`config.mk`:
```
export PLATFORM = sky130hd
export DESIGN_NAME = uvmt_cv32e40x_pma_obi_tracker_flat
export DESIGN_NICKNAME = d
export VERILOG_FILES = /design/src/rtl/uvmt_cv32e40x_pkg.sv /design/src/rtl/uvmt_cv32e40x_pma_obi_tracker_if.sv /design/src/rtl/uvmt_cv32e40x_obi_track_fifo.sv /design/src/rtl/uvmt_cv32e40x_pma_obi_tracker.sv /design/src/flat_wrapper.sv
export SDC_FILE = /design/constraint.sdc
export NUM_CORES = 1
export LEC_CHECK = 0
export ABC_AREA = 1
export CELL_PAD_IN_SITES_DETAIL_PLACEMENT = 1
export CELL_PAD_IN_SITES_GLOBAL_PLACEMENT = 1
export CORE_MARGIN = 2
export CORE_UTILIZATION = 50
export CTS_BUF_LIST = sky130_fd_sc_hd__clkbuf_4
export DETAILED_ROUTE_END_ITERATION = 12
export HOLD_SLACK_MARGIN = 0.03
export PLACE_DENSITY = 0.89
export SYNTH_ARGS = -nofsm -noshare
export SYNTH_HDL_FRONTEND = slang
export SYNTH_SLANG_ARGS = --single-unit
```
`constraint.sdc`:
```
create_clock -name clk -period 5.17 [get_ports clk]
set_input_delay 1.2925 -clock clk [delete_from_list [all_inputs] [get_ports clk]]
set_output_delay 1.2925 -clock clk [all_outputs]
set_load 0.02 [all_outputs]
```
`src/rtl/uvmt_cv32e40x_pkg.sv`:
```
// Shared types for the PMA/OBI tracker: PMA verdict, tracked entry, stability FSM states.
package uvmt_cv32e40x_pkg;

  localparam int unsigned OBI_TRACK_DEPTH_DEFAULT = 4;

  typedef struct packed {
    logic allow;
    logic main;
    logic bufferable;
    logic cacheable;
  } pma_status_t;

  typedef struct packed {
    logic [31:0] addr;
    logic        we;
    pma_status_t status;
  } obi_track_entry_t;

  typedef enum logic {
    IDLE,
    WAIT_GNT
  } obi_track_state_e;

endpackage

```
`src/rtl/uvmt_cv32e40x_pma_obi_tracker_if.sv`:
```
// OBI bus plus same-cycle PMA verdict as observed by the tracker.
interface uvmt_cv32e40x_pma_obi_tracker_if;
  import uvmt_cv32e40x_pkg::*;

  logic        obi_req;
  logic        obi_gnt;
  logic [31:0] obi_addr;
  logic        obi_we;
  logic [1:0]  obi_memtype;
  logic        obi_rvalid;
  logic        obi_err;
  pma_status_t pma_status_i;

  modport master (
    output obi_req, obi_gnt, obi_addr, obi_we, obi_memtype,
           obi_rvalid, obi_err, pma_status_i
  );

  modport slave (
    input obi_req, obi_gnt, obi_addr, obi_we, obi_memtype,
          obi_rvalid, obi_err, pma_status_i
  );
endinterface

```
`src/rtl/uvmt_cv32e40x_obi_track_fifo.sv`:
```
// In-order FIFO of granted OBI transactions; push while full is only taken with a same-cycle pop.
module uvmt_cv32e40x_obi_track_fifo
  import uvmt_cv32e40x_pkg::*;
#(
  parameter int unsigned DEPTH = OBI_TRACK_DEPTH_DEFAULT
) (
  input  logic                   clk,
  input  logic                   rst_n,
  input  logic                   push,
  input  logic                   pop,
  input  obi_track_entry_t       din,
  output obi_track_entry_t       head,
  output logic [$clog2(DEPTH):0] count
);

  localparam int unsigned AW = $clog2(DEPTH);
  localparam logic [AW:0] FULL_CNT = DEPTH[AW:0];

  obi_track_entry_t mem [DEPTH];
  logic [AW-1:0]    wptr;
  logic [AW-1:0]    rptr;
  logic             full;
  logic             do_pop;
  logic             do_push;

  assign full    = (count == FULL_CNT);
  assign do_pop  = pop && (count != '0);
  assign do_push = push && (!full || do_pop);

  always_ff @(posedge clk or negedge rst_n) begin
    if (!rst_n) begin
      wptr  <= '0;
      rptr  <= '0;
      count <= '0;
    end else begin
      if (do_push) wptr <= wptr + 1'b1;
      if (do_pop)  rptr <= rptr + 1'b1;
      if (do_push && !do_pop)      count <= count + 1'b1;
      else if (do_pop && !do_push) count <= count - 1'b1;
    end
  end

  always_ff @(posedge clk) begin
    if (do_push) mem[wptr] <= din;
  end

  assign head = mem[rptr];

endmodule

```
`src/rtl/uvmt_cv32e40x_pma_obi_tracker.sv`:
```
// Pairs each OBI response with the PMA verdict captured at its grant and flags protocol/attribute violations.
module uvmt_cv32e40x_pma_obi_tracker
  import uvmt_cv32e40x_pkg::*;
#(
  parameter int unsigned DEPTH         = OBI_TRACK_DEPTH_DEFAULT,
  parameter bit          IS_INSTR_SIDE = 1'b0
) (
  input  logic                          clk,
  input  logic                          rst_n,
  uvmt_cv32e40x_pma_obi_tracker_if.slave bus,
  output logic                          rsp_valid,
  output logic [31:0]                   rsp_addr,
  output logic                          rsp_we,
  output pma_status_t                   rsp_status,
  output logic [$clog2(DEPTH):0]        outstanding,
  output logic                          req_unstable_err,
  output logic                          overflow_err,
  output logic                          underflow_err,
  output logic                          memtype_err,
  output logic                          deny_leak_err
);

  localparam int unsigned AW = $clog2(DEPTH);
  localparam logic [AW:0] FULL_CNT = DEPTH[AW:0];

  obi_track_state_e state, state_nxt;
  obi_track_entry_t push_entry, head;
  logic [31:0]      latch_addr;
  logic             latch_we;
  logic             relatch;
  logic             unstable_set;
  logic             accept;
  logic             pop;
  logic             full;
  logic             unused_err;

  // obi_err travels on the bus for downstream consumers only
  assign unused_err = bus.obi_err;

  assign accept     = bus.obi_req && bus.obi_gnt;
  assign pop        = bus.obi_rvalid && (outstanding != '0);
  assign full       = (outstanding == FULL_CNT);
  assign push_entry = '{addr: bus.obi_addr, we: bus.obi_we, status: bus.pma_status_i};

  uvmt_cv32e40x_obi_track_fifo #(.DEPTH(DEPTH)) u_fifo (
    .clk   (clk),
    .rst_n (rst_n),
    .push  (accept),
    .pop   (pop),
    .din   (push_entry),
    .head  (head),
    .count (outstanding)
  );

  assign rsp_valid  = pop;
  assign rsp_addr   = head.addr;
  assign rsp_we     = head.we;
  assign rsp_status = head.status;

  always_ff @(posedge clk or negedge rst_n) begin
    if (!rst_n) state <= IDLE;
    else        state <= state_nxt;
  end

  always_comb begin
    state_nxt = state;
    unique case (state)
      IDLE:     if (bus.obi_req && !bus.obi_gnt) state_nxt = WAIT_GNT;
      WAIT_GNT: if (!bus.obi_req || bus.obi_gnt) state_nxt = IDLE;
      default:  state_nxt = IDLE;
    endcase
  end

  // A changed address while still waiting is flagged but tracking continues with the new value
  always_comb begin
    relatch      = 1'b0;
    unstable_set = 1'b0;
    unique case (state)
      IDLE: relatch = bus.obi_req && !bus.obi_gnt;
      WAIT_GNT: begin
        if (!bus.obi_req) begin
          unstable_set = 1'b1;
        end else if (!bus.obi_gnt &&
                     ((bus.obi_addr != latch_addr) || (bus.obi_we != latch_we))) begin
          unstable_set = 1'b1;
          relatch      = 1'b1;
        end
      end
      default: ;
    endcase
  end

  always_ff @(posedge clk or negedge rst_n) begin
    if (!rst_n) begin
      latch_addr <= '0;
      latch_we   <= 1'b0;
    end else if (relatch) begin
      latch_addr <= bus.obi_addr;
      latch_we   <= bus.obi_we;
    end
  end

  always_ff @(posedge clk or negedge rst_n) begin
    if (!rst_n) begin
      req_unstable_err <= 1'b0;
      overflow_err     <= 1'b0;
      underflow_err    <= 1'b0;
      memtype_err      <= 1'b0;
      deny_leak_err    <= 1'b0;
    end else begin
      if (unstable_set)                               req_unstable_err <= 1'b1;
      if (accept && full && !pop)                     overflow_err     <= 1'b1;
      if (bus.obi_rvalid && (outstanding == '0))      underflow_err    <= 1'b1;
      if (accept && (bus.obi_memtype !=
          {bus.pma_status_i.cacheable, bus.pma_status_i.bufferable}))
                                                      memtype_err      <= 1'b1;
      if (accept && (!bus.pma_status_i.allow || (IS_INSTR_SIDE && bus.obi_we)))
                                                      deny_leak_err    <= 1'b1;
    end
  end

endmodule

```
`src/flat_wrapper.sv`:
```
// flat-port wrapper written by rule: the top's interface ports become plain ports
module uvmt_cv32e40x_pma_obi_tracker_flat import uvmt_cv32e40x_pkg::*;
#(
  parameter int unsigned DEPTH         = OBI_TRACK_DEPTH_DEFAULT,
  parameter bit          IS_INSTR_SIDE = 1'b0
)
  (clk, rst_n, rsp_valid, rsp_addr, rsp_we, rsp_status, outstanding, req_unstable_err, overflow_err, underflow_err, memtype_err, deny_leak_err, bus_obi_req, bus_obi_gnt, bus_obi_addr, bus_obi_we, bus_obi_memtype, bus_obi_rvalid, bus_obi_err, bus_pma_status_i);
  uvmt_cv32e40x_pma_obi_tracker_if bus_i ();
  input  logic clk;
  input  logic rst_n;
  output logic rsp_valid;
  output logic [31:0] rsp_addr;
  output logic rsp_we;
  output pma_status_t rsp_status;
  output logic [$clog2(DEPTH):0] outstanding;
  output logic req_unstable_err;
  output logic overflow_err;
  output logic underflow_err;
  output logic memtype_err;
  output logic deny_leak_err;
  input wire logic [$bits(bus_i.obi_req)-1:0] bus_obi_req;
  input wire logic [$bits(bus_i.obi_gnt)-1:0] bus_obi_gnt;
  input wire logic [$bits(bus_i.obi_addr)-1:0] bus_obi_addr;
  input wire logic [$bits(bus_i.obi_we)-1:0] bus_obi_we;
  input wire logic [$bits(bus_i.obi_memtype)-1:0] bus_obi_memtype;
  input wire logic [$bits(bus_i.obi_rvalid)-1:0] bus_obi_rvalid;
  input wire logic [$bits(bus_i.obi_err)-1:0] bus_obi_err;
  input wire logic [$bits(bus_i.pma_status_i)-1:0] bus_pma_status_i;
  assign bus_i.obi_req = bus_obi_req;
  assign bus_i.obi_gnt = bus_obi_gnt;
  assign bus_i.obi_addr = bus_obi_addr;
  assign bus_i.obi_we = bus_obi_we;
  assign bus_i.obi_memtype = bus_obi_memtype;
  assign bus_i.obi_rvalid = bus_obi_rvalid;
  assign bus_i.obi_err = bus_obi_err;
  assign bus_i.pma_status_i = bus_pma_status_i;
  uvmt_cv32e40x_pma_obi_tracker #(.DEPTH(DEPTH), .IS_INSTR_SIDE(IS_INSTR_SIDE)) u_core (.clk(clk), .rst_n(rst_n), .bus(bus_i), .rsp_valid(rsp_valid), .rsp_addr(rsp_addr), .rsp_we(rsp_we), .rsp_status(rsp_status), .outstanding(outstanding), .req_unstable_err(req_unstable_err), .overflow_err(overflow_err), .underflow_err(underflow_err), .memtype_err(memtype_err), .deny_leak_err(deny_leak_err));
endmodule
```
==> metrics.txt, run 1 <==
hold path cells 1; dpl hpwl 12800 um; Gate Count Post-Synth approximately 690; IO Pins between 90 and 100; most used routing layer in global routing met2; share of cells above drive strength 1 under 10%; R2R Setup Slk between 2000 and 3000 ps; worst skew pair latency between 500 and 600 ps; type of destination of the critical path output port; slowest CP cell inv_1; DRT iter0 DRCs ~430; logic depth of the worst register-to-register path 12; Final Max Tran Viols 0; Critical Path Source u_core.u_fifo.rptr[1]; max incr delay on CP between 1000 and 1500 ps; GR Util met3 ~5.5%; Post-CTS Hold Buffers 0; NumNets Final roughly 830; initial antenna violation count 1; largest net degree at the start of global routing 77; GRT Total Usage between 20% and 30%; DR vias between 5000 and 6000; height of the chip 130 um; footprint of the multi-input gates between 2000 and 2500 um2; Synth Register Bits ~190; PostCTS Resize Cnt 0; worst path arrival time between 3000 and 4000 ps; Synth Area in XOR/XNOR under 10%; Design Power about 4600 uW; CP cell instances buf_4 > inv_1 > o21ai_0 > o22ai_1 > clkdlybuf4s50_1; met2 global-route usage between 40 and 50%; drt total wl 20600 um; r2r endpoint u_core.latch_addr[22]; crit path max fanout 38; FF+latch area 5600 um2; distinct cell type count after synthesis 24; Power Dens Cells 496 nW/um2; Post-CTS Setup Inserts 0; Slew HR under 10%; worst hold slack between 400 and 500 ps; htree depth 4; Finish-stage setup viols 0; crit path launch type flop; Worst-path clk slew 150 ps; Leakage between 0.003 and 0.004 uW; clk sink count 194; final hold vios 0; crit share post-route roughly 94%; CTS tree built; number of buffers created by CTS 17; WL per Instance ~20 um; measured slew at the worst slew-check pin roughly 1400 ps; clk root buf clkbuf_4; PortBufs ~90; Die ar. 16900 um2; main combinational cell family by area after synthesis simple AND/OR/NAND/NOR gates; reg-to-reg startpoint u_core.latch_addr[10]; global route overflow 0; Die X-Extent between 100 and 150 um; post-synthesis mux area share less than 1%; setup repair after global routing missed its margin false; crit path kind flop to output port; Placed Cells between 900 and 1000; max cap viols 0; Post-Synth Simple-Gate Area 13.6%; Worst Clk Skew 18.7 ps; Final TNS setup 0 ps; Post-Synth Adder-Cell Area between 1 and 1.5%; syn nets 744; Critical Path RT 3880 ps; grt met1 use between 30% and 40%; worst vdd ir ~0.00032 V; FMAX ~0.2 GHz; synthesized area slightly below 8000 um2; first-pass GRT wire length between 30000 and 40000 um; GPL Wtd Cong 0.718; core footprint approximately 16000 um2; Post-DRT Antenna Nets 0; # DRC 0; Initial Util 50.6%; minimum clock period around 4900 ps; Syn Area/Cell ~11 um2; Hold Crit Class flop to flop; YS warnings 0; clk buf depth 2; Finished Layout Cells 1006; Synth-to-Final Area Change 17.2%; vias in the first global route between 6000 and 7000; status finished clean; vias per inst between 5 and 6; FILL cells around 1700; DRT Pass-1 Iters 5; row count 46; critical path endpoint rsp_addr[8]; post-synthesis sequential area ratio 70.4%; Synth Area in Compound Gates slightly above 8%
[power breakdown]
part	leakage (uW)	switching (uW)	internal [uW]
logic	0.00149	1170	708
clock network	0.000148	488	297
registers	0.00189	86.8	1880
[cells in the mapped netlist]
cell type,n,area (um2)
clkbuf_1,27,101
inv_1,48,180
ha_1,5,62.6
nor2_1,100,375
buf_2,3,15.0
nand2_1,127,477
nor2_2,1,6.26
nand3_2,1,10.0
nand4_1,2,12.5
nand2_4,1,11.3
o21bai_1,3,22.5
o22ai_1,37,231
nand3_1,37,185
xor2_1,6,52.6
xnor2_1,16,140
mux2_2,1,11.3
dfrtp_1,46,1150
a31oi_1,1,6.26
fa_1,1,20.0
edfxtp_1,148,4440
buf_6,3,33.8
a21oi_1,2,10.0
o21ai_0,76,380
a31o_2,1,8.76
[cells in the final DEF (no fill, tap or decap), types with 2 or more instances in the layout]
cell               n
inv_1             47
nand2_1          127
buf_4              8
xor2_1             6
nand3_1           37
xnor2_1           16
bufinv_16          2
clkinvlp_4         2
nor2_2             2
nor2_4             4
clkdlybuf4s50_1   88
clkbuf_4          20
a21oi_1            2
o21bai_1           3
clkinv_1           2
dfrtp_1           45
edfxtp_1         148
ha_1               5
o22ai_1           37
clkinv_2           5
nor2_1            95
o21ai_0           76
nand4_1            2
[through the flow]
step                instance area, um2  setup WS [ps]  utilization, %
global route                      9320           97.2            59.3
detailed placement                9050            910            57.6
finish                            9320            286            59.3
CTS                               9320            225            59.3
floorplan                         7950           1330               -
global placement                  9050           1060            57.6
[worst min-delay path by stage]
stage | from | slack, ps | endpoint
after floorplan | u_core.latch_addr[11] | 460 | u_core.latch_addr[11]
final | u_core.deny_leak_err | 490 | u_core.deny_leak_err
after global placement | u_core.deny_leak_err | 460 | u_core.deny_leak_err
after CTS | u_core.deny_leak_err | 500 | u_core.deny_leak_err
after global routing | u_core.deny_leak_err | 520 | u_core.deny_leak_err
after detailed placement | u_core.deny_leak_err | 470 | u_core.deny_leak_err
[worst max-delay path, delay by kind of cell, from the launching register on]
family	cells	cell delay (ps)
flip-flops	1	390
buffers and inverters	3	1990
AO/OA/AOI/OAI	2	600
[sequential cells by signal, indices dropped and copies added, names as in the netlist]
name,flops
u_core.u_fifo.mem,148
u_core.latch_addr,32
u_core.u_fifo.count,3
u_core.u_fifo.rptr,2
u_core.u_fifo.wptr,2
u_core.deny_leak_err,1
u_core.latch_we,1
u_core.memtype_err,1
u_core.overflow_err,1
u_core.req_unstable_err,1
u_core.state,1
u_core.underflow_err,1
[cell families after synthesis]
group | Yosys count
compound gates | 120
xor+xnor | 22
fa+ha+maj | 6
buf+inv | 81
flops | 194
mux | 1
simple gates | 269
[layout make-up]
cell class	count	share of cell area [%]
Clock buffer	20	1.61
Clock inverter	12	1.25
Sequential cell	194	60.1
Multi-Input combinational cell	418	22.1
Inverter	48	1.93
Tap cell	216	2.90
Timing Repair Buffer	97	10.2
Antenna cell	1	0.0269
[per-layer routing]
layer  vias to the layer above  share of wire, %
li1                       2543                 -
met1                      2926                41
met2                       185                51
met3                        59               4.7
met4                         0               3.1
met5                         -                 0
Power figures use the tool's default switching activity.
==> run 2, diff against run 1 <==
--- a/config.mk
+++ b/config.mk
@@ -9,11 +9,11 @@
 export CELL_PAD_IN_SITES_DETAIL_PLACEMENT = 1
 export CELL_PAD_IN_SITES_GLOBAL_PLACEMENT = 1
 export CORE_MARGIN = 2
-export CORE_UTILIZATION = 50
+export CORE_UTILIZATION = 25
 export CTS_BUF_LIST = sky130_fd_sc_hd__clkbuf_4
 export DETAILED_ROUTE_END_ITERATION = 12
 export HOLD_SLACK_MARGIN = 0.03
-export PLACE_DENSITY = 0.89
+export PLACE_DENSITY = 0.51
 export SYNTH_ARGS = -nofsm -noshare
 export SYNTH_HDL_FRONTEND = slang
 export SYNTH_SLANG_ARGS = --single-unit
==> run 2 against run 1 <==
Effect of this change:
- count of clock-buffer cells in the layout unchanged
- utilization shrank 29 points
- design area is 3.6% higher
- cell count up 19%
- register-to-register slack lost 30 ps
- first-iteration DRC count shrank 42%
- combinational power about the same
- routed wire length down 1.4%
- largest cell class unchanged
==> metrics.txt, run 2 (synthesis results as in run 1) <==
Die ar. 33200 um2 (+96%); logic depth of the worst register-to-register path 5 (-7); max reg flops 148 (unchanged); IO Pins 91 (unchanged); max cap viols 0 (unchanged); largest net degree at the start of global routing 59 (-23%); DRT iter0 DRCs 249 (-42%); hold path cells 1 (unchanged); crit path launch type flop; Post-CTS Hold Buffers 0 (unchanged); drt total wl 20300 um (-1.4%); measured slew at the worst slew-check pin 727 ps (-640 ps); commonest non-fill, non-tap cells in the layout edfxtp_1 (148), nand2_1 (127), nor2_1 (95), clkdlybuf4s50_1 (88), o21ai_0 (76); FF+latch area 5600 um2 (unchanged); Top reg by flops u_core.u_fifo.mem; Worst-path clk slew 170 ps (+20 ps); Post-CTS Setup Inserts 0 (unchanged); GRT Total Usage 12.8% (-13 points); clk buf depth 2 (unchanged); status finished clean; crit share post-route 85.2% (-9.3 points); PortBufs 89 (unchanged); final hold vios 0 (unchanged); P_int 2960 uW (+2.6%); PostCTS Resize Cnt 0 (unchanged); vias in the first global route 5555 (-11%); Hold Crit Class flop to flop; Leakage 0.00359 uW (+1.6%); Psw 1750 uW (+0.65%); # DRC 0 (unchanged); DR vias 5254 (-8.0%); Final Max Tran Viols 0 (unchanged); row count 65 (+41%); FMAX 0.227 GHz (+11%); FILL cells 3455 (+110%); Worst Clk Skew 35.3 ps (+16.6 ps); R2R Setup Slk 2750 ps (-30 ps); clock power share 18.7% (+1.7 points); Power Dens Cells 488 nW/um2 (-1.7%); sw frac 37.2% (-0.45 points); WHS Endpoint u_core.underflow_err; core footprint 31400 um2 (+100%); share of cells above drive strength 1 7.41% (+0.95 points); number of buffers created by CTS 17 (unchanged); worst skew pair latency 570 ps (-20 ps); Gate power share 39.4% (-1.2 points); minimum clock period 4400 ps (-481 ps); Critical Path RT 3880 ps (about the same); type of destination of the critical path output port; crit path max fanout 40 (+5.3%); NumNets Final 834 (+0.85%); worst vdd ir 0.000206 V (-36%); DRT Pass-1 Iters 5 (unchanged); r2r endpoint u_core.u_fifo.mem[0][14]; reg-to-reg startpoint u_core.u_fifo.count[0]; Slew HR 51.5% (+43 points); biggest regs u_core.u_fifo.mem x148, u_core.latch_addr x32, u_core.u_fifo.count x3; footprint of the multi-input gates 2060 um2 (unchanged); clk sink count 194 (unchanged); global route overflow 0 (unchanged); worst path arrival time 3110 ps (-480 ps); Post-DRT Antenna Nets 0 (unchanged); WL per Instance 16.9 um (-17%); hold_sp u_core.underflow_err; Finish-stage setup viols 0 (unchanged); sequential power share 41.9% (-0.6 points); initial antenna violation count 3 (+2); Synth-to-Final Area Change 21.5%; dpl hpwl 12500 um (-2.3%); Die X-Extent 182 um (+40%); first-pass GRT wire length 32400 um (about the same); crit path kind flop to output port; GPL Wtd Cong 0.662 (-7.9%); vias per inst 4.38 (-23%); Initial Util 25.3% (-25 points); CTS tree built; height of the chip 182 um (+40%); commonest non-fill, non-tap cell in the layout edfxtp_1; pre-CTS setup slack 1010 ps (+98.8 ps); htree depth 4 (unchanged); setup repair after global routing missed its margin false; clk root buf clkbuf_4; Final Worst Setup Slack 766 ps (+481 ps); Final TNS setup 0 ps (unchanged)
[run 2: cell count changes in the layout (fill, tap and decap cells not counted)]
| cell | before | now |
|---|---|---|
| bufinv_16 | 2 | 3 |
| clkinv_1 | 2 | 1 |
| clkinv_4 | 0 | 2 |
| clkinvlp_4 | 2 | 1 |
| buf_4 | 8 | 14 |
| inv_6 | 1 | 3 |
| clkinv_2 | 5 | 2 |
| buf_12 | 0 | 1 |
[run 2: worst max path at each step]
| stage | from | endpoint | cells past startpoint |
|---|---|---|---|
| global placement | bus_obi_rvalid | rsp_valid | 4 |
| floorplan | bus_obi_req | u_core.u_fifo.mem[0][0] | 4 |
| detailed placement | bus_obi_rvalid | rsp_valid | 4 |
| global route | u_core.u_fifo.rptr[0] | rsp_addr[19] | 5 |
| CTS | u_core.u_fifo.rptr[0] | rsp_addr[19] | 5 |
| finish | u_core.u_fifo.rptr[0] | rsp_addr[19] | 5 |
[run 2: area by class of cell]
type	instances	area share (%)
diodes	1	0.0259
clock buffers	20	1.56
clock inverters	12	1.61
inverters	48	1.87
multi-input cells	418	21.3
flip-flops and latches	194	58.0
well taps	402	5.21
repair buffers	104	10.5
[run 2: critical path, stage by stage, from the launching register on]
cell             delay [ps]
dfrtp_2                 590
inv_2                   590
buf_4                   380
o21ai_0                 120
o22ai_1                 200
clkdlybuf4s50_1         650
[run 2: power groups by stage]
stage	Sequential (uW)	Clock, uW	Combinational (uW)
6_report	1970	881	1860
5_1_grt	2000	975	2060
4_1_cts	1980	924	1920
3_5_place_dp	2010	0	1910
3_3_place_gp	2010	0	1900
2_1_floorplan	2000	0	1020
[run 2: stage by stage]
stage | total power [uW] | hold WS (ps) | instances | util [%] | instance area, um2
6_report | 4710 | 488 | 1199 | 30.8 | 9650
2_1_floorplan | 3020 | 462 | 693 | - | 7950
3_5_place_dp | 3930 | 452 | 1166 | 29.8 | 9350
4_1_cts | 4820 | 492 | 1198 | 30.7 | 9650
3_3_place_gp | 3910 | 462 | 1166 | 29.8 | 9350
5_1_grt | 5030 | 512 | 1199 | 30.8 | 9650
[run 2: routing by layer]
layer | vias up | GRT usage (%) | part of all wire [%]
li1 | 2551 | - | -
met1 | 2610 | 17.2 | 49
met2 | 70 | 21.0 | 47
met4 | 4 | 3.26 | 1.0
met5 | - | 0 | 0.14
met3 | 19 | 2.99 | 3.1
==> run 3, diff against run 2 <==
--- a/config.mk
+++ b/config.mk
@@ -6,6 +6,7 @@
 export NUM_CORES = 1
 export LEC_CHECK = 0
 export ABC_AREA = 1
+export ABC_CLOCK_PERIOD_IN_PS = 5170
 export CELL_PAD_IN_SITES_DETAIL_PLACEMENT = 1
 export CELL_PAD_IN_SITES_GLOBAL_PLACEMENT = 1
 export CORE_MARGIN = 2
==> results of run 3 <==
The final DEF is identical to that of run 2; final timing and power are the same.
